$ cat src/rtl/pc_test_monitor.sv
`default_nettype none
// +--------------------------------------------------------------------------+
// | Module   : pc_test_monitor                                               |
// | Purpose  : Watches retired PCs of a self-checking test program and       |
// |            reports PASS, FAIL, TIMEOUT or HANG with a RUN cycle count.   |
// | Revision : 1.0 - initial release                                         |
// +--------------------------------------------------------------------------+
module pc_test_monitor #(
  parameter int PC_WIDTH   = 32,
  parameter int CNT_WIDTH  = 16,
  parameter int TIMEOUT    = 10000,
  parameter int PASS_HOLD  = 4,
  parameter int HANG_LIMIT = 64
) (
  input  logic                 clk,
  input  logic                 rst_n,
  input  logic                 start,
  input  logic [PC_WIDTH-1:0]  pass_pc,
  input  logic [PC_WIDTH-1:0]  fail_pc,
  input  logic [PC_WIDTH-1:0]  pc,
  input  logic                 pc_valid,
  output logic                 busy,
  output logic                 done,
  output logic                 pass,
  output logic                 fail,
  output logic [2:0]           status,
  output logic [CNT_WIDTH-1:0] cycles,
  output logic [PC_WIDTH-1:0]  last_pc
);

  localparam int c_hold_w = $clog2(PASS_HOLD + 1);
  localparam int c_hang_w = (HANG_LIMIT > 0) ? $clog2(HANG_LIMIT + 1) : 1;

  typedef enum logic [2:0] {
    S_IDLE    = 3'd0,
    S_RUN     = 3'd1,
    S_PASS    = 3'd2,
    S_FAIL    = 3'd3,
    S_TIMEOUT = 3'd4,
    S_HANG    = 3'd5
  } state_t;

  state_t                r_state;
  state_t                w_state_nxt;
  logic [PC_WIDTH-1:0]   r_pass_pc;
  logic [PC_WIDTH-1:0]   r_fail_pc;
  logic [c_hold_w-1:0]   r_hold;
  logic [c_hang_w-1:0]   r_hang;
  logic                  r_seen;
  logic [CNT_WIDTH-1:0]  r_cycles;
  logic [PC_WIDTH-1:0]   r_last_pc;
  logic                  r_busy;
  logic                  r_done;
  logic                  r_pass;
  logic                  r_fail;

  logic                  w_valid;
  logic                  w_is_pass;
  logic                  w_repeat;
  logic                  w_hit_fail;
  logic                  w_hit_pass;
  logic                  w_hit_hang;
  logic                  w_timeout;
  logic                  w_arm;

  always_ff @(posedge clk or negedge rst_n) begin
    if (!rst_n) begin
      r_state <= S_IDLE;
      r_busy  <= 1'b0;
      r_done  <= 1'b0;
      r_pass  <= 1'b0;
      r_fail  <= 1'b0;
    end else begin
      r_state <= w_state_nxt;
      r_busy  <= (w_state_nxt == S_RUN);
      r_done  <= (w_state_nxt != S_IDLE) && (w_state_nxt != S_RUN);
      r_pass  <= (w_state_nxt == S_PASS);
      r_fail  <= (w_state_nxt == S_FAIL) || (w_state_nxt == S_TIMEOUT) ||
                 (w_state_nxt == S_HANG);
    end
  end

  always_comb begin
    w_state_nxt = r_state;
    w_arm       = 1'b0;
    w_valid     = (r_state == S_RUN) && pc_valid;
    w_is_pass   = (pc == r_pass_pc);
    w_hit_fail  = w_valid && (pc == r_fail_pc);
    w_hit_pass  = w_valid && w_is_pass && (r_hold == c_hold_w'(PASS_HOLD - 1));
    // The first valid sample after start has nothing to repeat.
    w_repeat    = w_valid && r_seen && (pc == r_last_pc) && !w_is_pass;
    w_hit_hang  = (HANG_LIMIT != 0) && w_repeat &&
                  (r_hang == c_hang_w'(HANG_LIMIT - 1));
    w_timeout   = (r_cycles == CNT_WIDTH'(TIMEOUT - 1));

    case (r_state)
      S_RUN: begin
        if (w_hit_fail)      w_state_nxt = S_FAIL;
        else if (w_hit_pass) w_state_nxt = S_PASS;
        else if (w_hit_hang) w_state_nxt = S_HANG;
        else if (w_timeout)  w_state_nxt = S_TIMEOUT;
      end
      default: begin
        if (start) begin
          w_state_nxt = S_RUN;
          w_arm       = 1'b1;
        end
      end
    endcase
  end

  always_ff @(posedge clk or negedge rst_n) begin
    if (!rst_n) begin
      r_pass_pc <= '0;
      r_fail_pc <= '0;
      r_hold    <= '0;
      r_hang    <= '0;
      r_seen    <= 1'b0;
      r_cycles  <= '0;
      r_last_pc <= '0;
    end else if (w_arm) begin
      r_pass_pc <= pass_pc;
      r_fail_pc <= fail_pc;
      r_hold    <= '0;
      r_hang    <= '0;
      r_seen    <= 1'b0;
      r_cycles  <= '0;
      r_last_pc <= '0;
    end else if (r_state == S_RUN) begin
      // Counts the terminating edge too, and never wraps.
      r_cycles <= (&r_cycles) ? r_cycles : r_cycles + 1'b1;
      if (pc_valid) begin
        r_last_pc <= pc;
        r_seen    <= 1'b1;
        r_hold    <= w_is_pass ? r_hold + 1'b1 : '0;
        if (HANG_LIMIT != 0)
          r_hang <= w_repeat ? r_hang + 1'b1 : '0;
      end
    end
  end

  assign status  = r_state;
  assign busy    = r_busy;
  assign done    = r_done;
  assign pass    = r_pass;
  assign fail    = r_fail;
  assign cycles  = r_cycles;
  assign last_pc = r_last_pc;

endmodule
`default_nettype wire

$ cat config.mk
export PLATFORM = sky130hd
export DESIGN_NAME = pc_test_monitor
export DESIGN_NICKNAME = d
export VERILOG_FILES = /design/src/rtl/pc_test_monitor.sv
export SDC_FILE = /design/constraint.sdc
export NUM_CORES = 1
export LEC_CHECK = 0
export CORE_ASPECT_RATIO = 0.75
export CORE_MARGIN = 10
export CORE_UTILIZATION = 40
export DETAILED_ROUTE_END_ITERATION = 7
export DONT_BUFFER_PORTS = 1
export PLACE_DENSITY_LB_ADDON = 0.25
export SLEW_MARGIN = 20
export SYNTH_ARGS = -nofsm -noshare
export SYNTH_HDL_FRONTEND = slang
export SYNTH_SLANG_ARGS = --single-unit
$ cat constraint.sdc
create_clock -name clk -period 3.5 [get_ports clk]
set_clock_uncertainty 0.1 [all_clocks]
set_input_delay 0.525 -clock clk [delete_from_list [all_inputs] [get_ports clk]]
set_output_delay 0.525 -clock clk [all_outputs]
set_load 0.01 [all_outputs]
==> flow_summary.json <==
{
  "status": "finished with violations",
  "violations": "negative hold slack",
  "worst-slew-pin-transition_ns": 1.03,
  "synth_sequential_area_ratio_pct": 51.0,
  "vias_in_the_first_global_route": 4899,
  "cts_h_tree_depth": 4,
  "dr_total_vias": 4783,
  "min_period_ns": 3.07,
  "power_density_nw_per_um2": 827,
  "area_growth_syn_to_layout_pct": 12.2,
  "rsz_0062_raised_after_global_routing": "false",
  "postSynthRegisterBits": 130,
  "io_pins": 155,
  "ir_drop_mv": 0.468,
  "post_cts_resized": 0,
  "layout_common_cells": "214 x sky130_fd_sc_hd__nand2_1, 130 x sky130_fd_sc_hd__dfrtp_1, 59 x sky130_fd_sc_hd__xor2_1",
  "utilization_after_layout_pct": 46.4,
  "dieHeight_um": 129,
  "p_leak_nw": 3.39,
  "chipWidth_um": 166,
  "layout_commonest_cell": "sky130_fd_sc_hd__nand2_1",
  "placed_cell_count": 846,
  "cts.path.max_buffers": 2,
  "antenna_found_initial": 0,
  "timing.rr.end": "r_hang[6]$_DFFE_PN0P_",
  "largest_net_degree_at_the_start_of_global_routing": 131,
  "placement_rows": 39,
  "fin_tns_setup_ns": 0,
  "synthesis.nets": 764,
  "grt_use_total_pct": 18.4,
  "hold_class": "in -> async",
  "filler_cell_count": 1508,
  "startpoint_type": "flip-flop",
  "timing.max_cap.violations": 0,
  "tritoncts.num_buffers": 17,
  "period_share_pct": 87.8,
  "gpl.final_weighted_congestion": 0.944,
  "post_synthesis_mean_instance_area_um2": 9.66,
  "syn-cell-area_um2": 6370,
  "crit_path_start": "last_pc[21]$_DFFE_PN0P_",
  "worst-r2r-setup-slack_ns": 0.43,
  "yosysWarnings": 0,
  "tritoncts": "yes",
  "via_per_inst": 5.44,
  "clock_transition_time_at_the_flip_flop_clock_pins_of_the_worst_setup_and_hold_paths_ns": 0.06,
  "layout.nets": 764,
  "tritoncts_num_sinks": 130,
  "drc_errors": 0,
  "drv_slew": 0,
  "synthesis.instances": 660,
  "dominant_synthesized_flop_cell": "sky130_fd_sc_hd__dfrtp_1",
  "clkLatencyLatePin_ns": 0.42,
  "final-instance-count-excl-fill": 879,
  "maximum_fanout_count_along_the_critical_path": 10,
  "detail_route.wl_per_cell_um": 22.6,
  "area.sequential_um2": 3250,
  "drt_first_pass_iters": 5,
  "drt_iter0_markers": 316,
  "rr_worst_depth": 7,
  "multi_input_area_um2": 2980,
  "timing_worst_setup_path_type": "reg -> reg",
  "synth-async-reset-ratio_pct": 100,
  "critPathRequiredTime_ns": 3.76,
  "cp_data_arrival_time_ns": 3.33,
  "grt_first_pass_wirelength_um": 30300,
  "final_count_of_hold_timing_violations": 130,
  "synth_edf_count": 0,
  "dieArea_um2": 21400,
  "slew-limit-headroom_pct": 31.1,
  "initial_core_util_pct": 41.3,
  "clock_tree.root_cell": "sky130_fd_sc_hd__clkbuf_16",
  "final-setup-viol-count": 0,
  "worst_r2r_startpoint": "last_pc[21]$_DFFE_PN0P_",
  "floorplan.core_area_um2": 15400,
  "drive_gt1_share_pct": 7.43,
  "place.detailed.hpwl_um": 14800,
  "fmaxAchievable_mhz": 325,
  "ant_nets": 0,
  "grt_overflow": 0,
  "place.port_buffers": 0,
  "final_hold_slack_ns": -0.298,
  "worstSetupEndpointType": "flip-flop",
  "ys_types": 47,
  "routed_wirelength_um": 19900
}
## where the power goes
| group | internal, mW | switching, mW | total [mW] |
|---|---|---|---|
| Sequential | 2.02 | 0.583 | 2.60 |
| Clock | 1.06 | 0.654 | 1.72 |
| Combinational | 0.672 | 0.928 | 1.60 |
| Total | 3.75 | 2.16 | 5.91 |
## routing by layer
metal  share of wire (%)  vias to the layer above  GRT usage [%]
met2                  46                      188           28.1
met5                   0                        -              0
met1                  42                     2353           23.2
met3                  11                       23           7.89
met4                 1.6                        0           5.51
li1                    -                     2219              -
## kinds of logic (layout without fill, tap and decap cells)
family	Yosys count	in the layout	synth area share, %
AOI/OAI and AO/OA	59	59	7.20
xor gates and xnor gates	107	107	14.7
adders and majority gates	4	4	0.785
buffers and inverters	34	47	2.39
DFF	130	130	51.0
muxes	2	2	0.334
other	0	1	0
and+or+nand+nor	324	324	23.5
## per-stage QoR
step | area [um^2] | worst slack (ns) | total power, mW
detailed placement | 6590 | 0.484 | 4.22
floorplan | 6370 | 0.847 | 3.65
global placement | 6590 | 0.531 | 4.16
CTS | 7150 | 0.543 | 5.95
global route | 7150 | 0.345 | 6.29
finish | 7150 | 0.426 | 5.91
## sequential cells by signal, summed over array words and instances, names as in the netlist
| name | cells |
|---|---|
| last_pc | 32 |
| r_fail_pc | 32 |
| r_pass_pc | 32 |
| cycles | 16 |
| r_hang | 7 |
| r_hold | 3 |
| status | 3 |
| busy | 1 |
| done | 1 |
| fail | 1 |
| pass | 1 |
| r_seen | 1 |
## final cells by class
| class | instances | share of cell area [%] |
|---|---|---|
| clock inverter | 10 | 1.52 |
| sequential | 130 | 45.5 |
| multi-input combinational | 496 | 41.7 |
| antenna | 1 | 0.0350 |
| inverter | 8 | 0.420 |
| timing repair buffer | 7 | 0.910 |
| clock buffer | 22 | 6.35 |
| tap | 205 | 3.59 |
## worst max-delay path, stage by stage (launching register included)
cell                      delay [ns]
sky130_fd_sc_hd__dfrtp_1        0.46
sky130_fd_sc_hd__xor2_1         0.21
sky130_fd_sc_hd__nor4_1         0.39
sky130_fd_sc_hd__nand4_1        0.15
sky130_fd_sc_hd__or4_1          0.59
sky130_fd_sc_hd__or4_1          0.74
sky130_fd_sc_hd__o22ai_1        0.22
sky130_fd_sc_hd__a21o_1         0.15
## synthesized netlist by cell type (all sizes together) (4+ instances only)
library cell / count / area share [%]
nand2: 215 / 13
dfrtp: 130 / 51
xor2: 59 / 8.1
xnor2: 48 / 6.6
a22o: 32 / 4.4
clkbuf: 21 / 1.4
nor2: 21 / 1.2
nand4: 17 / 1.7
nor4: 16 / 1.6
and3: 10 / 0.98
o21ai: 9 / 0.71
inv: 8 / 0.47
nand3: 8 / 0.63
or2b: 6 / 0.80
a21o: 5 / 0.59
buf: 5 / 0.53
nor3: 5 / 0.39
or4: 5 / 0.59
ha: 4 / 0.79
o22ai: 4 / 0.39
## worst max path at each step
stage,to,slack (ns),cells past startpoint
final,r_hang[6]$_DFFE_PN0P_,0.43,7
after global routing,busy$_DFF_PN0_,0.34,7
after floorplan,r_hang[2]$_DFFE_PN0P_,0.85,8
after CTS,r_hang[2]$_DFFE_PN0P_,0.54,7
after global placement,pass$_DFF_PN0_,0.53,8
after detailed placement,r_hang[2]$_DFFE_PN0P_,0.48,7
## what timing repair did
item	4_1_cts	5_1_grt
buffers inserted	0	0
endpoints found under the hold margin	130	130
setup endpoints to repair	0	0
Note: power is estimated with default switching activity, not from simulation.
